File: config.mk
export PLATFORM = sky130hd
export DESIGN_NAME = mem_access_stage
export DESIGN_NICKNAME = d
export VERILOG_FILES = /design/src/rtl/mem_access_stage.sv
export SDC_FILE = /design/constraint.sdc
export NUM_CORES = 1
export LEC_CHECK = 0
export ABC_AREA = 1
export BUFFER_PORTS_ARGS = -buffer_cell sky130_fd_sc_hd__clkbuf_2
export CAP_MARGIN = 20
export CORE_ASPECT_RATIO = 1.2
export CORE_UTILIZATION = 24
export DETAILED_ROUTE_END_ITERATION = 8
export HOLD_SLACK_MARGIN = 0.15
export PLACE_DENSITY_LB_ADDON = 0.1
export SLEW_MARGIN = 10
export SYNTH_ARGS = -nofsm -noshare
export SYNTH_HDL_FRONTEND = slang
export SYNTH_SLANG_ARGS = --single-unit
File: constraint.sdc
create_clock -name clk -period 3.3 [get_ports clk]
set_clock_uncertainty 0.05 [all_clocks]
set_input_delay 0.165 -clock clk [delete_from_list [all_inputs] [get_ports clk]]
set_output_delay 0.165 -clock clk [all_outputs]
set_load 0.01 [all_outputs]
File: src/rtl/mem_access_stage.sv
// mem_access_stage: turns EX/MEM loads/stores into bus request/grant/response transactions, freezing the pipeline while outstanding
module mem_access_stage #(
  parameter int ADDR_W = 32
) (
  input  logic              clk,
  input  logic              rst,
  input  logic              M_mem_read_i,
  input  logic              M_mem_write_i,
  input  logic [1:0]        M_size_i,
  input  logic              M_unsigned_i,
  input  logic [31:0]       M_alu_res_i,
  input  logic [31:0]       M_store_data_i,
  input  logic [4:0]        M_rd_i,
  input  logic              M_w_reg_ena_i,
  input  logic              M_wb_sel_i,
  input  logic              flush_i,
  input  logic              hold_i,
  output logic              bus_req_o,
  output logic              bus_we_o,
  output logic [ADDR_W-1:0] bus_addr_o,
  output logic [3:0]        bus_be_o,
  output logic [31:0]       bus_wdata_o,
  input  logic              bus_gnt_i,
  input  logic              bus_rvalid_i,
  input  logic [31:0]       bus_rdata_i,
  output logic [31:0]       W_MEM_mem_data_o,
  output logic [31:0]       W_MEM_alu_res_o,
  output logic [4:0]        W_MEM_rd_o,
  output logic              W_MEM_wb_sel_o,
  output logic              W_MEM_w_reg_ena_o,
  output logic              mem_stall_o,
  output logic              addr_err_o
);
  typedef enum logic [1:0] {IDLE, REQ, WAIT, DONE} state_t;
  state_t state_q, state_d, gnt_next;
  logic kill_q, kill_d, kill, op, word, half, mis, idle_go;
  logic [31:0] rdata_q, rdata_d, lane, load_val;
  always_comb begin
    op = (M_mem_read_i | M_mem_write_i) & ~flush_i;
    word = M_size_i[1];
    half = M_size_i == 2'b01;
    mis = (half & M_alu_res_i[0]) | (word & |M_alu_res_i[1:0]);
    idle_go = rst & (state_q == IDLE) & op & ~mis;
    addr_err_o = rst & (state_q == IDLE) & op & mis;
    bus_req_o = idle_go | (rst & (state_q == REQ) & ~flush_i);
    bus_we_o = bus_req_o & M_mem_write_i;
    mem_stall_o = idle_go | (rst & ((state_q == REQ) | (state_q == WAIT)));
    bus_addr_o = {M_alu_res_i[ADDR_W-1:2], 2'b00};
    bus_be_o = word ? 4'hF : (half ? 4'b0011 : 4'b0001) << M_alu_res_i[1:0];
    bus_wdata_o = word ? M_store_data_i : half ? {2{M_store_data_i[15:0]}} : {4{M_store_data_i[7:0]}};
    lane = bus_rdata_i >> {M_alu_res_i[1:0], 3'b000};
    load_val = word ? lane
             : half ? {{16{~M_unsigned_i & lane[15]}}, lane[15:0]}
             : {{24{~M_unsigned_i & lane[7]}}, lane[7:0]};
    W_MEM_mem_data_o = rdata_q;
    W_MEM_alu_res_o = M_alu_res_i;
    W_MEM_rd_o = M_rd_i;
    W_MEM_wb_sel_o = M_wb_sel_i;
    W_MEM_w_reg_ena_o = M_w_reg_ena_i & ~addr_err_o;
    kill = kill_q | flush_i;
    gnt_next = M_mem_write_i ? DONE : WAIT;
    state_d = state_q;
    kill_d = kill_q;
    rdata_d = rdata_q;
    case (state_q)
      IDLE: state_d = idle_go ? (bus_gnt_i ? gnt_next : REQ) : IDLE;
      REQ:  state_d = flush_i ? IDLE : bus_gnt_i ? gnt_next : REQ;
      WAIT: begin
        kill_d = bus_rvalid_i ? 1'b0 : kill;
        rdata_d = (bus_rvalid_i & ~kill) ? load_val : rdata_q;
        state_d = bus_rvalid_i ? (kill ? IDLE : DONE) : WAIT;
      end
      DONE: state_d = hold_i ? DONE : IDLE;
    endcase
  end
  always_ff @(posedge clk or negedge rst) begin
    if (!rst) begin
      state_q <= IDLE;
      kill_q <= 1'b0;
      rdata_q <= '0;
    end else begin
      state_q <= state_d;
      kill_q <= kill_d;
      rdata_q <= rdata_d;
    end
  end
endmodule

==> metrics.cfg, run 1 <==
[status]
status = complete, no violations

[power_and_ir_drop]
vdd_drop_max_v = 0.0002224
power_leakage_nw = 2.043
power.density_mw_per_mm2 = 443.6

[synth]
synthSimpleGateAreaFrac_pct = 24.84
synth_top_family_by_area = buffers and inverters
synth_fa_ha_area_share_pct = 2.036
yosysWarningCount = 0
synth.avg_cell_area_sq_um = 6.937
synth_area_leaders = dfrtp_1, buf_4, nand2_1
yosysSeqAreaShare_pct = 28.50
ys_ff_latch = 35
synthMuxAreaShare_pct = 0
synth_top_cell_by_area = dfrtp_1
synth_cells = 443
syn_area_sq_mm = 0.003073
synth-xor-area-share_pct = 0
ys_types = 28
synth_top_area_share_pct = 28.50
synth_compound_area_share_pct = 17.92

[floorplan]
die-area_sq_mm = 0.01326
ios = 257
die_h_um = 126.0
rows = 44
coreArea_sq_mm = 0.01228
fp.dieW_um = 105.3
initial_core_util_pct = 25.03

[min_path]
hold_class = input port to register
hold_depth = 3
holdPathEnd = W_MEM_mem_data_o[29]
hp-start = bus_rdata_i[29]

[global_route]
met1_usage_pct = 18.28
overflow = 0
grt_max_degree = 37
grt_first_pass_wirelength_mm = 16.14
met3_usage_pct = 3.623
top_usage_layer = met2
grt_use_met2_pct = 28.33
grt_use_total_pct = 15.69
grt_pass1_vias = 3070
antenna_found_initial = 0

[setup_path]
crit_start = M_size_i[1]
r2r_end = W_MEM_mem_data_o[28]
slowest_stage = inv_1
crit_type = input port to primary output
r2r_start = state_q[0]
arrival_ns = 1.84
crit_required_ns = 3.08
start_kind = input port
ff2ff_path_depth = 7
critical_path.cell_chain = clkbuf_2 -> inv_1 -> nand2_1 -> inv_1 -> nor2_1 -> o21ai_0 -> clkbuf_2
rrSetupSlack_ns = 1.37
cp_max_fo = 21
worst_setup_path_end_kind = primary output
cp_slowest_stage_delay_ns = 0.35

[detailed_routing]
drtIter0Drc = 114
vias = 3006
drtAntennaViolNets = 0
drc_errors = 0
wire_per_inst_um = 15.53
viasPerCell = 4.447
drt_pass1_iterations = 4
wl_mm = 10.50

[clock_network]
postCtsSetupBuffers = 0
cts_tree = yes
path_clk_slew_ns = 0.06
root_buffer = clkbuf_16
htreeDepth = 2
numClockSinks = 35
ctsLongestPathBuffers = 2
cts_made_buffers = 5
clock_latency_ns = 0.28

[layout]
drive_above_1_share_pct = 36.12
area_growth_syn_to_layout_pct = 16.82
fin_cells = 676
layout.nets = 633
num_antenna_cells = 0

[place]
place_congestion = 0.8068
dp_cells = 664
portBuffers = 152
dp_hpwl_mm = 8.536

[sta]
final_max_slew_viol_count = 0
fmax_mhz = 486.4
hold_viol_final = 0
period_needed_ns = 2.056
slew_headroom_pct = 53.22
min_period_over_period_pct = 62.30
rsz0062_at_grt = no
totalNegativeSetupSlack_ns = 0
finalSetupViolCount = 0
worst_pin_slew_ns = 0.7009

[job]
cap_violations = 0

==> cell usage in the layout (no fill, tap or decap), drive strengths merged <==
cell type    instances
a21oi               32
nand2              130
o21a                 1
o21ai               33
ha                   5
clkbuf             158
dfrtp               35
dlygate4sd3          4
buf                  3
nor2                28
o211ai              21
a21boi               2
nand3               16
o31ai                1
inv                 35
clkinv               1
conb                 2
bufinv               1
and3                 7
==> layer usage <==
metal	part of all wire (%)	up-vias
li1	-	1484
met1	40	1363
met2	50	138
met3	8.0	21
met4	1.6	0
met5	0	-
==> how the worst max path moves through the flow <==
stage | end | slack [ns] | cells after the start
final | bus_be_o[3] | 1.24 | 7
after global routing | bus_be_o[3] | 1.04 | 7
after CTS | bus_be_o[3] | 1.16 | 7
after detailed placement | bus_be_o[3] | 1.17 | 7
after global placement | bus_be_o[3] | 1.22 | 7
after floorplan | W_MEM_mem_data_o[16] | 1.66 | 8
==> cells by family after synthesis <==
logic type	after synthesis
flip-flops	35
AO/OA/AOI/OAI	90
buffers and inverters	131
AND/OR/NAND/NOR	181
other	1
adder cells (fa/ha/maj)	5
==> stage by stage <==
stage                     area [sq um]  power (mW)  util [%]  hold slack (ns)  setup WS, ns
after floorplan                   3077      0.8957         -          -0.1806         1.661
after global placement            3376       1.042     27.50           0.2235         1.216
after detailed placement          3376       1.041     27.50           0.2255         1.173
after CTS                         3590       1.616     29.24           0.1889         1.162
after global routing              3590       1.694     29.24           0.2015         1.043
final                             3590       1.593     29.24           0.1847         1.244
==> registers in the layout (all words and copies together) (netlist names) <==
register	cells
W_MEM_mem_data_o	32
kill_q	1
state_q	2
==> critical path: cells and delay by family <==
kind,cells,cell delay (ns)
AOI/OAI and AO/OA,1,0.24
buffers and inverters,4,1.02
and+or+nand+nor,2,0.40
==> where the power goes <==
part / switching, mW / total, mW / internal, mW
clock network: 0.186 / 0.562 / 0.376
registers: 0.0447 / 0.552 / 0.508
logic: 0.282 / 0.478 / 0.196
==> repair_timing <==
action,in CTS,in global routing
hold buffers,4,0
hold endpoints to repair,37,0
setup endpoints to repair,0,0
gates resized for setup,0,0
==> area by class of cell <==
type | instances | area [sq um]
Timing Repair Buffer | 159 | 823.3
Fill cell | 1445 | 8687
Sequential cell | 35 | 875.8
Clock buffer | 6 | 138.9
Clock inverter | 2 | 35.03
Multi-Input combinational cell | 278 | 1384
Tap cell | 161 | 201.4
Inverter | 35 | 131.4
==> cells in the mapped netlist, drive strengths merged <==
cell	count
conb	1
a21oi	32
ha	5
clkbuf	8
dfrtp	35
nand3	16
and3	7
nor2	28
o21ai	33
o211ai	21
inv	35
o31ai	1
a21boi	2
nand2	130
buf	88
o21a	1
Power figures use the tool's default switching activity.
==> run 2, diff against run 1 <==
==> constraint.sdc (replaced) <==
create_clock -name clk -period 1.9 [get_ports clk]
set_clock_uncertainty 0.05 [all_clocks]
set_input_delay 0.095 -clock clk [delete_from_list [all_inputs] [get_ports clk]]
set_output_delay 0.095 -clock clk [all_outputs]
set_load 0.01 [all_outputs]
==> run 2 against run 1 <==
Via count is 8.0% higher. Highest routed layer unchanged. Critical path type is now register to primary output. Setup slack worse by 1.1 ns. First-iteration DRC count is 3.5% lower.
==> metrics.cfg, run 2 (synthesized netlist as in run 1, its figures left out) <==
[status]
status = complete, no violations

[sta]
period_needed_ns = 1.743
rsz0062_at_grt = no
worst_pin_slew_ns = 0.5704
slew_headroom_pct = 61.92
min_period_over_period_pct = 91.73
finalSetupViolCount = 0
fmax_mhz = 573.8
hold_viol_final = 0
final_max_slew_viol_count = 0
totalNegativeSetupSlack_ns = 0

[layout]
drive_above_1_share_pct = 34.62
num_antenna_cells = 0
largest_reg_flops = 32
layout.nets = 690
layout_common_cells = clkbuf_2, nand2_1, dlygate4sd3_1
fin_util_pct = 33.69
area_growth_syn_to_layout_pct = 34.61
multi_input_area_sq_mm = 0.001390
fin_cells = 733
final_common_cell = clkbuf_2
seq_area_sq_um = 875.8
fillers = 1399

[clock_network]
ctsLongestPathBuffers = 2
htreeDepth = 2
clock_latency_ns = 0.28
root_buffer = clkbuf_16
cts_tree = yes
path_clk_slew_ns = 0.06
cts_made_buffers = 5
numClockSinks = 35

[setup_path]
start_kind = register
worst_setup_path_end_kind = primary output
cp_max_fo = 4
r2r_end = W_MEM_mem_data_o[26]
rrSetupSlack_ns = 0.21
cp_slowest_stage_delay_ns = 0.40
critical_path.cell_chain = inv_1 -> ha_1 -> o21a_1 -> nand2_1 -> nor2_2 -> inv_1 -> a21boi_2 -> buf_2
ff2ff_path_depth = 7
r2r_start = state_q[0]
cp.buffers_inverters = 3
path_delay_family = flip-flops
crit_required_ns = 1.75
crit_type = register to primary output
cp_common_cell = inv_1
slowest_stage = dfrtp_1
arrival_ns = 1.60

[min_path]
hp-start = bus_rdata_i[5]
hold_class = input port to register
hold_depth = 5
holdPathEnd = W_MEM_mem_data_o[5]

[place]
place_congestion = 0.7838
portBuffers = 152
dp_hpwl_mm = 8.467
dp_cells = 673

[floorplan]
coreArea_sq_mm = 0.01228
rows = 44
die_h_um = 126.0
die-area_sq_mm = 0.01326
ios = 257
initial_core_util_pct = 25.03
fp.dieW_um = 105.3

[detailed_routing]
wl_mm = 10.92
drc_errors = 0
drtAntennaViolNets = 0
drt_pass1_iterations = 4
viasPerCell = 4.427
drtIter0Drc = 110
vias = 3245
wire_per_inst_um = 14.89

[global_route]
grt_use_total_pct = 15.94
grt_pass1_vias = 3113
grt_first_pass_wirelength_mm = 16.44
overflow = 0
grt_max_degree = 39
antenna_found_initial = 0

[power_and_ir_drop]
power.density_mw_per_mm2 = 677.6
p_clk_share_pct = 30.8
swShare_pct = 33.56
cellInternalPower_mw = 1.862
vdd_drop_max_v = 0.0003862
p_seq_share_pct = 34.4
power_leakage_nw = 2.285
combinationalPowerShare_pct = 34.8
switchingPower_uw = 940.8

[job]
cap_violations = 0

==> run 2: metal layers <==
metal  vias up  track usage [%]  wire length [um]
li1       1597                -                 -
met1      1482            19.30              4439
met2       159            29.33              5655
met3         7            2.743               731
met4         0            3.148                89
met5         -                0                 0
==> run 2: area by class of cell <==
class	instances	area share (%)
multi-input combinational	278	33.61
sequential	35	21.17
inverter	35	3.176
clock buffer	8	3.781
tap	161	4.870
timing repair buffer	216	33.39
==> run 2: worst min-delay path, delay by kind of cell <==
| kind | cells | cell delay, ns |
|---|---|---|
| and+or+nand+nor | 3 | 0.18 |
| AOI/OAI and AO/OA | 1 | 0.09 |
| buffers and inverters | 1 | 0.08 |
==> run 2: worst max path at each step <==
stage / cells past startpoint / end / slack (ns) / from
2_1_floorplan: 8 / W_MEM_mem_data_o[16] / 0.26 / state_q[0]
3_3_place_gp: 7 / W_MEM_mem_data_o[24] / 0.24 / state_q[0]
3_5_place_dp: 7 / W_MEM_mem_data_o[25] / 0.19 / state_q[0]
4_1_cts: 8 / bus_we_o / 0.08 / state_q[1]
5_1_grt: 8 / bus_we_o / 0.04 / state_q[1]
6_report: 8 / bus_we_o / 0.16 / state_q[1]
==> run 2: repair_timing <==
action	CTS	global route
endpoints found under the hold margin	114	0
hold buffers	51	0
resized for setup	0	4
buffers inserted	0	1
setup endpoints to repair	0	1
==> run 2: per-stage QoR <==
stage | cell area [sq um] | hold slack, ns | setup WS [ns] | total power, mW
floorplan | 3077 | -0.2506 | 0.2615 | 1.556
global placement | 3456 | 0.1401 | 0.2407 | 1.823
detailed placement | 3456 | 0.1401 | 0.1898 | 1.825
CTS | 4123 | 0.1565 | 0.07915 | 2.850
global route | 4136 | 0.1842 | 0.03699 | 2.980
finish | 4136 | 0.1460 | 0.1572 | 2.803
==> run 2: power by group through the flow <==
stage / Sequential [mW] / Combinational (mW) / Clock (mW)
after detailed placement: 0.982 / 0.843 / 0
final: 0.964 / 0.975 / 0.864
after global placement: 0.982 / 0.841 / 0
after global routing: 0.983 / 1.08 / 0.914
after CTS: 0.969 / 0.991 / 0.889
after floorplan: 1.02 / 0.533 / 0
